--- src/rtl/hoplite_message_interface_pkg.sv ---
// Shared packet definitions for the Hoplite node message interface.
// Default field widths, the packet width helper, and the default-width packet
// layout (MSB to LSB: x, y, multicast, done, result, type, mx, my, element).
package hoplite_message_interface_pkg;

  localparam int unsigned COORD_BITS_D           = 1;
  localparam int unsigned MULTICAST_GROUP_BITS_D = 1;
  localparam int unsigned MATRIX_TYPE_BITS_D     = 1;
  localparam int unsigned MATRIX_COORD_BITS_D    = 8;
  localparam int unsigned MATRIX_ELEMENT_BITS_D  = 32;

  // Total packet width for a given set of field widths (done/result are 1 bit each).
  function automatic int unsigned packet_bits(input int unsigned cb, input int unsigned mgb,
                                              input int unsigned mtb, input int unsigned mcb,
                                              input int unsigned meb);
    return 2 * cb + mgb + 2 + mtb + 2 * mcb + meb;
  endfunction

  localparam int unsigned PACKET_BITS_D = packet_bits(COORD_BITS_D, MULTICAST_GROUP_BITS_D,
                                                      MATRIX_TYPE_BITS_D, MATRIX_COORD_BITS_D,
                                                      MATRIX_ELEMENT_BITS_D);

  typedef struct packed {
    logic [COORD_BITS_D-1:0]           x_coord;
    logic [COORD_BITS_D-1:0]           y_coord;
    logic [MULTICAST_GROUP_BITS_D-1:0] multicast_group;
    logic                              done_flag;
    logic                              result_flag;
    logic [MATRIX_TYPE_BITS_D-1:0]     matrix_type;
    logic [MATRIX_COORD_BITS_D-1:0]    matrix_x_coord;
    logic [MATRIX_COORD_BITS_D-1:0]    matrix_y_coord;
    logic [MATRIX_ELEMENT_BITS_D-1:0]  matrix_element;
  } hmi_packet_t;

endpackage

--- src/rtl/hoplite_message_interface_sync_fifo.sv ---
// Synchronous first-word-fall-through FIFO.
// Ports: push_i/din_i write side, pop_i/dout_o read side (dout_o shows the head
// whenever empty_o is low), full_o/empty_o/count_o status from the registered count.
module hoplite_message_interface_sync_fifo #(
  parameter int unsigned WIDTH = 8,
  parameter int unsigned DEPTH = 4,
  localparam int unsigned AW = (DEPTH > 1) ? $clog2(DEPTH) : 1,
  localparam int unsigned CW = $clog2(DEPTH) + 1
) (
  input  logic             clk,
  input  logic             reset,
  input  logic             push_i,
  input  logic [WIDTH-1:0] din_i,
  input  logic             pop_i,
  output logic [WIDTH-1:0] dout_o,
  output logic             full_o,
  output logic             empty_o,
  output logic [CW-1:0]    count_o
);

  logic [WIDTH-1:0] mem_q [DEPTH];
  logic [AW-1:0]    wr_ptr_q, wr_ptr_d;
  logic [AW-1:0]    rd_ptr_q, rd_ptr_d;
  logic [CW-1:0]    count_q, count_d;
  logic             do_push, do_pop;

  assign full_o  = (count_q == CW'(DEPTH));
  assign empty_o = (count_q == '0);
  assign count_o = count_q;
  assign dout_o  = mem_q[rd_ptr_q];

  // Requests are ignored when they cannot be honoured.
  assign do_push = push_i && !full_o;
  assign do_pop  = pop_i && !empty_o;

  // Pointer/count next state; pointers wrap naturally since DEPTH is a power of 2.
  always_comb begin
    wr_ptr_d = wr_ptr_q;
    rd_ptr_d = rd_ptr_q;
    count_d  = count_q;
    if (do_push) wr_ptr_d = wr_ptr_q + AW'(1);
    if (do_pop)  rd_ptr_d = rd_ptr_q + AW'(1);
    case ({do_push, do_pop})
      2'b10:   count_d = count_q + CW'(1);
      2'b01:   count_d = count_q - CW'(1);
      default: count_d = count_q;
    endcase
  end

  always_ff @(posedge clk) begin
    if (reset) begin
      wr_ptr_q <= '0;
      rd_ptr_q <= '0;
      count_q  <= '0;
    end else begin
      wr_ptr_q <= wr_ptr_d;
      rd_ptr_q <= rd_ptr_d;
      count_q  <= count_d;
    end
  end

  // Storage needs no reset; contents are only visible while non-empty.
  always_ff @(posedge clk) begin
    if (do_push) mem_q[wr_ptr_q] <= din_i;
  end

endmodule

--- src/rtl/hoplite_message_interface.sv ---
// Node-side interface between a processor's packet registers and a Hoplite router port.
// TX: per-field staging registers (*_in + *_in_valid), packet_complete_in enqueues the
//     assembled packet (same-cycle field writes bypassed), drained via
//     packet_out/packet_out_valid/packet_out_ready; message_out_ready and sticky
//     tx_overflow report TX space and drops.
// RX: packet_in/packet_in_valid/packet_in_ready fill the RX FIFO; the head is shown on
//     the *_out fields with message_in_available/message_in_valid; message_in_read pops.
module hoplite_message_interface
  import hoplite_message_interface_pkg::*;
#(
  parameter int unsigned COORD_BITS           = COORD_BITS_D,
  parameter int unsigned MULTICAST_GROUP_BITS = MULTICAST_GROUP_BITS_D,
  parameter int unsigned MATRIX_TYPE_BITS     = MATRIX_TYPE_BITS_D,
  parameter int unsigned MATRIX_COORD_BITS    = MATRIX_COORD_BITS_D,
  parameter int unsigned MATRIX_ELEMENT_BITS  = MATRIX_ELEMENT_BITS_D,
  parameter int unsigned X_COORD              = 0,
  parameter int unsigned Y_COORD              = 0,
  parameter int unsigned TX_DEPTH             = 4,
  parameter int unsigned RX_DEPTH             = 8,
  localparam int unsigned PACKET_BITS = packet_bits(COORD_BITS, MULTICAST_GROUP_BITS,
                                                    MATRIX_TYPE_BITS, MATRIX_COORD_BITS,
                                                    MATRIX_ELEMENT_BITS)
) (
  input  logic                            clk,
  input  logic                            reset,
  input  logic [COORD_BITS-1:0]           x_coord_in,
  input  logic                            x_coord_in_valid,
  input  logic [COORD_BITS-1:0]           y_coord_in,
  input  logic                            y_coord_in_valid,
  input  logic [MULTICAST_GROUP_BITS-1:0] multicast_group_in,
  input  logic                            multicast_group_in_valid,
  input  logic                            done_flag_in,
  input  logic                            done_flag_in_valid,
  input  logic                            result_flag_in,
  input  logic                            result_flag_in_valid,
  input  logic [MATRIX_TYPE_BITS-1:0]     matrix_type_in,
  input  logic                            matrix_type_in_valid,
  input  logic [MATRIX_COORD_BITS-1:0]    matrix_x_coord_in,
  input  logic                            matrix_x_coord_in_valid,
  input  logic [MATRIX_COORD_BITS-1:0]    matrix_y_coord_in,
  input  logic                            matrix_y_coord_in_valid,
  input  logic [MATRIX_ELEMENT_BITS-1:0]  matrix_element_in,
  input  logic                            matrix_element_in_valid,
  input  logic                            packet_complete_in,
  output logic                            message_out_ready,
  output logic                            tx_overflow,
  output logic [PACKET_BITS-1:0]          packet_out,
  output logic                            packet_out_valid,
  input  logic                            packet_out_ready,
  input  logic [PACKET_BITS-1:0]          packet_in,
  input  logic                            packet_in_valid,
  output logic                            packet_in_ready,
  output logic                            message_in_available,
  output logic                            message_in_valid,
  output logic [MULTICAST_GROUP_BITS-1:0] multicast_group_out,
  output logic                            done_flag_out,
  output logic                            result_flag_out,
  output logic [MATRIX_TYPE_BITS-1:0]     matrix_type_out,
  output logic [MATRIX_COORD_BITS-1:0]    matrix_x_coord_out,
  output logic [MATRIX_COORD_BITS-1:0]    matrix_y_coord_out,
  output logic [MATRIX_ELEMENT_BITS-1:0]  matrix_element_out,
  input  logic                            message_in_read
);

  localparam int unsigned TX_CW    = $clog2(TX_DEPTH) + 1;
  localparam int unsigned RX_CW    = $clog2(RX_DEPTH) + 1;
  localparam int unsigned MY_LSB   = MATRIX_ELEMENT_BITS;
  localparam int unsigned MX_LSB   = MY_LSB + MATRIX_COORD_BITS;
  localparam int unsigned TY_LSB   = MX_LSB + MATRIX_COORD_BITS;
  localparam int unsigned RES_BIT  = TY_LSB + MATRIX_TYPE_BITS;
  localparam int unsigned DONE_BIT = RES_BIT + 1;
  localparam int unsigned MC_LSB   = DONE_BIT + 1;
  localparam int unsigned Y_LSB    = MC_LSB + MULTICAST_GROUP_BITS;
  localparam int unsigned X_LSB    = Y_LSB + COORD_BITS;

  logic [COORD_BITS-1:0]           x_q, x_d, y_q, y_d;
  logic [MULTICAST_GROUP_BITS-1:0] mc_q, mc_d;
  logic                            done_q, done_d, res_q, res_d;
  logic [MATRIX_TYPE_BITS-1:0]     type_q, type_d;
  logic [MATRIX_COORD_BITS-1:0]    mx_q, mx_d, my_q, my_d;
  logic [MATRIX_ELEMENT_BITS-1:0]  el_q, el_d;
  logic                            tx_overflow_q, tx_overflow_d;
  logic                            message_out_ready_q, message_out_ready_d;

  logic [PACKET_BITS-1:0] tx_din, tx_dout, rx_dout, rx_head;
  logic                   tx_push, tx_pop, tx_full, tx_empty;
  logic                   rx_push, rx_pop, rx_full, rx_empty;
  logic [TX_CW-1:0]       tx_count;
  logic [RX_CW-1:0]       rx_count;
  logic                   dest_match, is_mcast;

  // Staging next state; the _d values double as the same-cycle bypass for enqueue.
  always_comb begin
    x_d    = x_coord_in_valid        ? x_coord_in         : x_q;
    y_d    = y_coord_in_valid        ? y_coord_in         : y_q;
    mc_d   = multicast_group_in_valid ? multicast_group_in : mc_q;
    done_d = done_flag_in_valid      ? done_flag_in       : done_q;
    res_d  = result_flag_in_valid    ? result_flag_in     : res_q;
    type_d = matrix_type_in_valid    ? matrix_type_in     : type_q;
    mx_d   = matrix_x_coord_in_valid ? matrix_x_coord_in  : mx_q;
    my_d   = matrix_y_coord_in_valid ? matrix_y_coord_in  : my_q;
    el_d   = matrix_element_in_valid ? matrix_element_in  : el_q;
  end

  // Drop detection is against the registered full flag, so a same-cycle pop never makes room.
  always_comb begin
    tx_overflow_d       = tx_overflow_q | (packet_complete_in & tx_full);
    message_out_ready_d = (tx_count < TX_CW'(TX_DEPTH));
  end

  always_ff @(posedge clk) begin
    if (reset) begin
      x_q                 <= '0;
      y_q                 <= '0;
      mc_q                <= '0;
      done_q              <= 1'b0;
      res_q               <= 1'b0;
      type_q              <= '0;
      mx_q                <= '0;
      my_q                <= '0;
      el_q                <= '0;
      tx_overflow_q       <= 1'b0;
      message_out_ready_q <= 1'b1;
    end else begin
      x_q                 <= x_d;
      y_q                 <= y_d;
      mc_q                <= mc_d;
      done_q              <= done_d;
      res_q               <= res_d;
      type_q              <= type_d;
      mx_q                <= mx_d;
      my_q                <= my_d;
      el_q                <= el_d;
      tx_overflow_q       <= tx_overflow_d;
      message_out_ready_q <= message_out_ready_d;
    end
  end

  assign tx_overflow       = tx_overflow_q;
  assign message_out_ready = message_out_ready_q;

  // TX path
  assign tx_din  = {x_d, y_d, mc_d, done_d, res_d, type_d, mx_d, my_d, el_d};
  assign tx_push = packet_complete_in && !tx_full;
  assign tx_pop  = packet_out_valid && packet_out_ready;

  hoplite_message_interface_sync_fifo #(
    .WIDTH (PACKET_BITS),
    .DEPTH (TX_DEPTH)
  ) u_tx_fifo (
    .clk     (clk),
    .reset   (reset),
    .push_i  (tx_push),
    .din_i   (tx_din),
    .pop_i   (tx_pop),
    .dout_o  (tx_dout),
    .full_o  (tx_full),
    .empty_o (tx_empty),
    .count_o (tx_count)
  );

  assign packet_out_valid = !tx_empty;
  assign packet_out       = tx_empty ? '0 : tx_dout;

  // RX path
  assign packet_in_ready = !rx_full;
  assign rx_push         = packet_in_valid && !rx_full;
  assign rx_pop          = message_in_read && !rx_empty;

  hoplite_message_interface_sync_fifo #(
    .WIDTH (PACKET_BITS),
    .DEPTH (RX_DEPTH)
  ) u_rx_fifo (
    .clk     (clk),
    .reset   (reset),
    .push_i  (rx_push),
    .din_i   (packet_in),
    .pop_i   (rx_pop),
    .dout_o  (rx_dout),
    .full_o  (rx_full),
    .empty_o (rx_empty),
    .count_o (rx_count)
  );

  // Head fields read as zero while nothing is buffered.
  assign rx_head              = rx_empty ? '0 : rx_dout;
  assign message_in_available = (rx_count != '0);

  assign dest_match = (rx_head[X_LSB +: COORD_BITS] == COORD_BITS'(X_COORD)) &&
                      (rx_head[Y_LSB +: COORD_BITS] == COORD_BITS'(Y_COORD));
  assign is_mcast   = |rx_head[MC_LSB +: MULTICAST_GROUP_BITS];
  assign message_in_valid = message_in_available && (dest_match || is_mcast);

  assign multicast_group_out = rx_head[MC_LSB +: MULTICAST_GROUP_BITS];
  assign done_flag_out       = rx_head[DONE_BIT];
  assign result_flag_out     = rx_head[RES_BIT];
  assign matrix_type_out     = rx_head[TY_LSB +: MATRIX_TYPE_BITS];
  assign matrix_x_coord_out  = rx_head[MX_LSB +: MATRIX_COORD_BITS];
  assign matrix_y_coord_out  = rx_head[MY_LSB +: MATRIX_COORD_BITS];
  assign matrix_element_out  = rx_head[0 +: MATRIX_ELEMENT_BITS];

endmodule
--- config.mk ---
export PLATFORM = sky130hd
export DESIGN_NAME = hoplite_message_interface
export DESIGN_NICKNAME = d
export VERILOG_FILES = /design/src/rtl/hoplite_message_interface_pkg.sv /design/src/rtl/hoplite_message_interface_sync_fifo.sv /design/src/rtl/hoplite_message_interface.sv
export SDC_FILE = /design/constraint.sdc
export NUM_CORES = 1
export LEC_CHECK = 0
export ABC_AREA = 0
export CAP_MARGIN = 20
export CORE_AREA = 5 5 284 258
export CTS_CLUSTER_SIZE = 28
export DETAILED_ROUTE_END_ITERATION = 6
export DIE_AREA = 0 0 289 263
export PLACE_DENSITY_LB_ADDON = 0.3
export REMOVE_ABC_BUFFERS = 1
export SYNTH_ARGS = -nofsm -noshare
export SYNTH_HDL_FRONTEND = slang
export SYNTH_SLANG_ARGS = --single-unit
--- constraint.sdc ---
create_clock -name clk -period 5.5 [get_ports clk]
set_input_delay 1.1 -clock clk [delete_from_list [all_inputs] [get_ports clk]]
set_output_delay 1.1 -clock clk [all_outputs]
set_load 0.02 [all_outputs]
==> flow_summary.ini, run 1 <==
[min_path]
hold_path.class = flip-flop to flip-flop
holdCritStartpoint = u_tx_fifo.count_o[2]

[place]
dp.cells = 2464
dpl.hpwl_mm = 33.0
port_buffers = 234
place_ws_ns = 1.43
gp_congestion = 0.699
post_dp_cell_area_mm2 = 0.0311

[clocking]
cts_sinks = 726
clkSlewWorstSetupHoldPaths_ns = 0.06
cts_post_setup_buffers_inserted = 0
cts_root_buffer = clkbuf_16
cts_tree = built
insertion_delay_ns = 0.62
ctsHoldBuffers = 0
clock_path_buffers = 3
htreeDepth = 3
cts_buffers = 76
cts-resized-gates = 0

[timing]
fin_crit_ns = 4.61
final-setup-viol-count = 0
relSlewSlack_pct = 31.0
max_clock_freq_mhz = 217
hold_viol = 0
rsz0062_at_grt = false
fin_ws_ns = 0.887
worst_pin_slew_ns = 1.04
post-route-period-util_pct = 83.9
slew_viol_final = 0
skew_ns = 0.0271

[logic_synthesis]
ys_seq_area_share_pct = 75.7
synth_edf_count = 648
yosys_most_used_dff = edfxtp_1
synthCells = 1336
ys_types = 39
yosys-top-cells-area = edfxtp_1, mux4_2, dfxtp_1
async_flop_share_pct = 0
yosysWarnings = 0
ys_ff_latch = 726
synth.top_cell.area_share_pct = 70.1
yosys.area.top_type = edfxtp_1
syn-cell-area_mm2 = 0.0278
syn_avg_cell_area_um2 = 20.8

[global_route]
grt_pass1_wl_mm = 89.0
grt_overflow = 0
grt_antenna_before_repair = 13
grt_max_degree = 55
grt_use_total_pct = 15.5
grt_pass1_vias = 14200

[pwr]
total_power_w = 0.0159
cellLeakagePower_nw = 10.7
p_per_area_mw_per_mm2 = 472
ir_drop_uv = 379

[drt]
drc = 0
totalWireLength_mm = 59.0
dr.pass1.iters = 7
drt_iter0_drc = 924
ant_nets = 0
wl_per_cell_um = 22.6
post_drt_via_cell_ratio = 5.07
vias = 13200

[floorplanning]
core_mm2 = 0.0698
boundaryPins = 235
die-area_mm2 = 0.0760
rows = 92
chipHeight_um = 263
die_w_um = 289
start_util_pct = 39.8

[cells_and_area]
multiInputGateArea_mm2 = 0.00636
drive_gt1_share_pct = 20.5
stdcell_area_mm2 = 0.0337
final_nets = 1736
syn_to_final_growth_pct = 21.4
layout.area.seq_mm2 = 0.0210
fillers = 5764
final_cells = 2607

[critical_path]
critPathMaxStageDelay_ns = 0.83
crit_type = flip-flop to output port
worstPathRequired_ns = 4.40
cp-start-kind = flip-flop
path_max_fanout = 38
critPathArrivalTime_ns = 3.51
crit_slowest_cell = dfxtp_4
crit_top_cell = a21oi_1
cp-end-kind = output port
path_cells = buf_4 > a21oi_1 > mux4_2 > a21oi_1 > clkdlybuf4s50_1
crit-reg2reg-launch = u_rx_fifo.count_o[0]

[run]
max_cap_violations = 0

[status]
status = completed
metal layers:
metal	GRT usage [%]	vias to the layer above	share of wire, %	routed length [µm]
li1	-	5850	-	-
met1	20.6	6943	42	24900
met2	25.6	315	49	29200
met3	4.22	88	6.2	3650
met4	3.68	14	1.9	1120
met5	0	-	0.16	95
kinds of logic (layout without fill, tap and decap cells):
| logic type | Yosys count | count (layout) | share of synthesized area [%] |
|---|---|---|---|
| AND/OR/NAND/NOR | 223 | 223 | 4.29 |
| XOR/XNOR | 11 | 11 | 0.374 |
| other | 0 | 6 | 0 |
| AO/OA/AOI/OAI | 18 | 18 | 0.361 |
| adder cells (fa/ha/maj) | 11 | 11 | 0.523 |
| multiplexers | 269 | 269 | 17.1 |
| flip-flops | 726 | 726 | 75.7 |
| buffers and inverters | 78 | 403 | 1.64 |
worst max-delay path, delay by kind of cell, from the launching register on:
kind,cells,cell delay (ns)
buffers and inverters,2,1.19
DFF,1,0.83
muxes,1,0.53
AOI/OAI and AO/OA,2,0.29
power by group:
group / switching (W) / internal [W] / total (W)
sequential: 0.000271 / 0.00642 / 0.00669
combinational: 0.00213 / 0.00196 / 0.00409
clock: 0.00207 / 0.00305 / 0.00513
total: 0.00448 / 0.0114 / 0.0159
cells in the mapped netlist, types with 8 or more instances:
cell type,count
clkbuf_1,27
buf_6,13
mux4_2,159
ha_1,10
xor2_1,8
and2_1,59
nor2b_1,55
mux2_2,24
a21oi_1,11
buf_2,20
nor2_1,81
dfxtp_1,78
mux2_1,31
mux2i_1,55
edfxtp_1,648
worst paths after layout:
path	end	slack, ns	cells after the start
max	message_in_valid	0.89	5
min	message_out_ready	0.46	1
max reg2reg	u_rx_fifo.count_o[2]	2.45	11
min reg2reg	message_out_ready	0.46	1
per-stage QoR:
step	hold WS, ns	util (%)	TNS [ns]
after floorplan	0.408	-	-68.59
after global placement	0.426	44.6	0
after detailed placement	0.447	44.6	0
after CTS	0.461	48.3	0
after global routing	0.474	48.3	0
final	0.462	48.3	0
layout make-up:
class                           instances  area share (%)
Clock inverter                         34            1.25
Timing Repair Buffer                  259            7.57
Sequential cell                       726            62.4
Inverter                                7          0.0780
Clock buffer                          103            6.28
Tap cell                              940            3.49
Multi-Input combinational cell        532            18.9
Antenna cell                            6          0.0446
flip-flops by register name (all words and copies together) (netlist names), 2 cells and up, named ones only:
name,flops
my_q,8
u_rx_fifo.wr_ptr_q,3
u_rx_fifo.rd_ptr_q,3
el_q,32
u_tx_fifo.wr_ptr_q,2
u_tx_fifo.mem_q,216
u_tx_fifo.rd_ptr_q,2
mx_q,8
u_rx_fifo.mem_q,432
u_rx_fifo.count_o,4
u_tx_fifo.count_o,3
cell usage in the layout (no fill, tap or decap), types with 3 or more instances in the layout:
master,netlist,final
xor2_1,8,8
dfxtp_1,78,73
nor2_4,0,6
nor2b_1,55,55
nand2b_1,4,4
ha_1,10,10
a21oi_1,11,11
edfxtp_1,648,648
and2_4,1,5
o21ai_0,3,3
nor3_1,6,4
mux2_2,24,24
mux2_1,31,31
and2_1,59,55
clkbuf_16,0,79
buf_4,5,23
or3_1,3,3
dfxtp_4,0,4
clkbuf_1,27,19
clkinv_1,0,9
clkdlybuf4s50_1,0,233
clkbuf_8,0,5
inv_1,6,6
nor2_1,81,75
clkinv_2,0,10
nand2_1,4,4
diode_2,0,6
mux4_2,159,159
nand3_1,5,5
bufinv_16,0,7
mux2i_1,55,55
(Power assumes the default switching activity.)
==> run 2: changes to the inputs <==
==> constraint.sdc (replaced) <==
create_clock -name clk -period 4.5 [get_ports clk]
set_input_delay 0.9 -clock clk [delete_from_list [all_inputs] [get_ports clk]]
set_output_delay 0.9 -clock clk [all_outputs]
set_load 0.02 [all_outputs]
==> run 2 against run 1 <==
- sequential power increased by 21%
- worst hold slack improved by 0.0026 ns
- clock power increased by 24%
- largest power group unchanged
- register-to-register slack worse by 0.65 ns
- critical path type unchanged
- die area stayed put
- combinational power grew 25%
- final area rose by 0.84%
==> flow_summary.ini, run 2 (synthesis results as in run 1) <==
[drt]
drc = 0
dr.pass1.iters = 4
vias = 13100
totalWireLength_mm = 58.3
ant_nets = 0
drt_iter0_drc = 793
wl_per_cell_um = 22.2
post_drt_via_cell_ratio = 5.01

[run]
max_cap_violations = 0

[floorplanning]
die-area_mm2 = 0.0760
start_util_pct = 39.8
die_w_um = 289
rows = 92
boundaryPins = 235
core_mm2 = 0.0698
chipHeight_um = 263

[timing]
max_clock_freq_mhz = 249
worst_pin_slew_ns = 0.709
final-setup-viol-count = 0
relSlewSlack_pct = 52.7
rsz0062_at_grt = false
slew_viol_final = 0
skew_ns = 0.0270
finalSetupTns_ns = 0
hold-worst-slack_ns = 0.465
post-route-period-util_pct = 89.3
fin_crit_ns = 4.02
hold_viol = 0

[cells_and_area]
final_common_cell = edfxtp_1
largestRegisters = u_rx_fifo.mem_q (432), u_tx_fifo.mem_q (216), el_q (32)
drive_gt1_share_pct = 20.9
layout_common_cells = edfxtp_1, clkdlybuf4s50_1, mux4_2
final_cells = 2623
stdcell_area_mm2 = 0.0340
syn_to_final_growth_pct = 22.4
largest-register = u_rx_fifo.mem_q
fillers = 5721
final_nets = 1747
largest_register_ffs = 432
fin_util_pct = 48.7

[clocking]
clkSlewWorstSetupHoldPaths_ns = 0.06
insertion_delay_ns = 0.61
clock_path_buffers = 3
htreeDepth = 3
cts_buffers = 76
cts_post_setup_buffers_inserted = 0
cts_sinks = 726
cts-resized-gates = 0
ctsHoldBuffers = 0
cts_root_buffer = clkbuf_16
cts_tree = built

[critical_path]
path_max_fanout = 24
cp-start-kind = flip-flop
cp-end-kind = output port
crit_type = flip-flop to output port
worstPathRequired_ns = 3.60
critPathArrivalTime_ns = 3.12

[global_route]
grt_pass1_vias = 14100
grt_pass1_wl_mm = 88.0
grt_overflow = 0
grt_use_total_pct = 15.3
grt_max_degree = 58
grt_antenna_before_repair = 11

[pwr]
p_per_area_mw_per_mm2 = 576
cellLeakagePower_nw = 10.8
ir_drop_uv = 338

[place]
port_buffers = 234
gp_congestion = 0.699
dpl.hpwl_mm = 32.9
dp.cells = 2475
post_dp_cell_area_mm2 = 0.0314

[status]
status = completed

[min_path]
hold_path.class = flip-flop to flip-flop
==> run 2: stage by stage <==
stage | total power (W) | worst slack [ns]
floorplan | 0.0113 | -1.98
detailed placement | 0.0135 | 1.06
finish | 0.0196 | 0.480
global placement | 0.0135 | 1.07
CTS | 0.0199 | 0.357
global route | 0.0205 | 0.265
==> run 2: metal layers <==
layer  part of all wire [%]  global-route usage (%)  vias to the layer above
met5                   0.10                       0                        -
met4                    1.8                    3.68                        8
met3                    7.1                    4.65                       89
met2                     50                    25.2                      348
met1                     41                    20.0                     6808
li1                       -                       -                     5882
==> run 2: final timing paths <==
check	from	end	slack [ns]	cells past startpoint
max reg2reg	u_tx_fifo.count_o[2]	u_tx_fifo.count_o[2]	1.80	9
min	u_tx_fifo.count_o[2]	message_out_ready	0.46	1
min reg2reg	u_tx_fifo.count_o[2]	message_out_ready	0.46	1
max	flip-flop	matrix_element_out[5]	0.48	5
==> run 2: power by group <==
part | switching, W | leakage, nW | internal, W | total (W)
logic | 0.00266 | 2.98 | 0.00246 | 0.00511
registers | 0.000260 | 6.58 | 0.00784 | 0.00810
clock network | 0.00259 | 1.24 | 0.00376 | 0.00635
==> run 2: cell type report <==
type,instances,area (µm²),area share [%]
flip-flops and latches,726,21000,61.9
multi-input cells,532,6350,18.7
repair buffers,270,2800,8.23
clock buffers,96,1990,5.85
well taps,940,1180,3.46
clock inverters,45,593,1.75
inverters,7,26.3,0.0773
diodes,7,17.5,0.0515
==> run 2: worst max-delay path, stage by stage, from the launching register on <==
cell	delay [ns]
dfxtp_4	0.63
buf_4	0.40
mux4_2	0.55
mux2i_1	0.28
nor2_1	0.08
clkdlybuf4s50_1	0.55
==> run 3: changes to the inputs <==
--- a/config.mk
+++ b/config.mk
@@ -13,6 +13,7 @@
 export DIE_AREA = 0 0 289 263
 export PLACE_DENSITY_LB_ADDON = 0.3
 export REMOVE_ABC_BUFFERS = 1
+export SLEW_MARGIN = 10
 export SYNTH_ARGS = -nofsm -noshare
 export SYNTH_HDL_FRONTEND = slang
 export SYNTH_SLANG_ARGS = --single-unit
==> results of run 3 <==
Same layout as run 2: the final DEF is identical, and so are final timing and power.
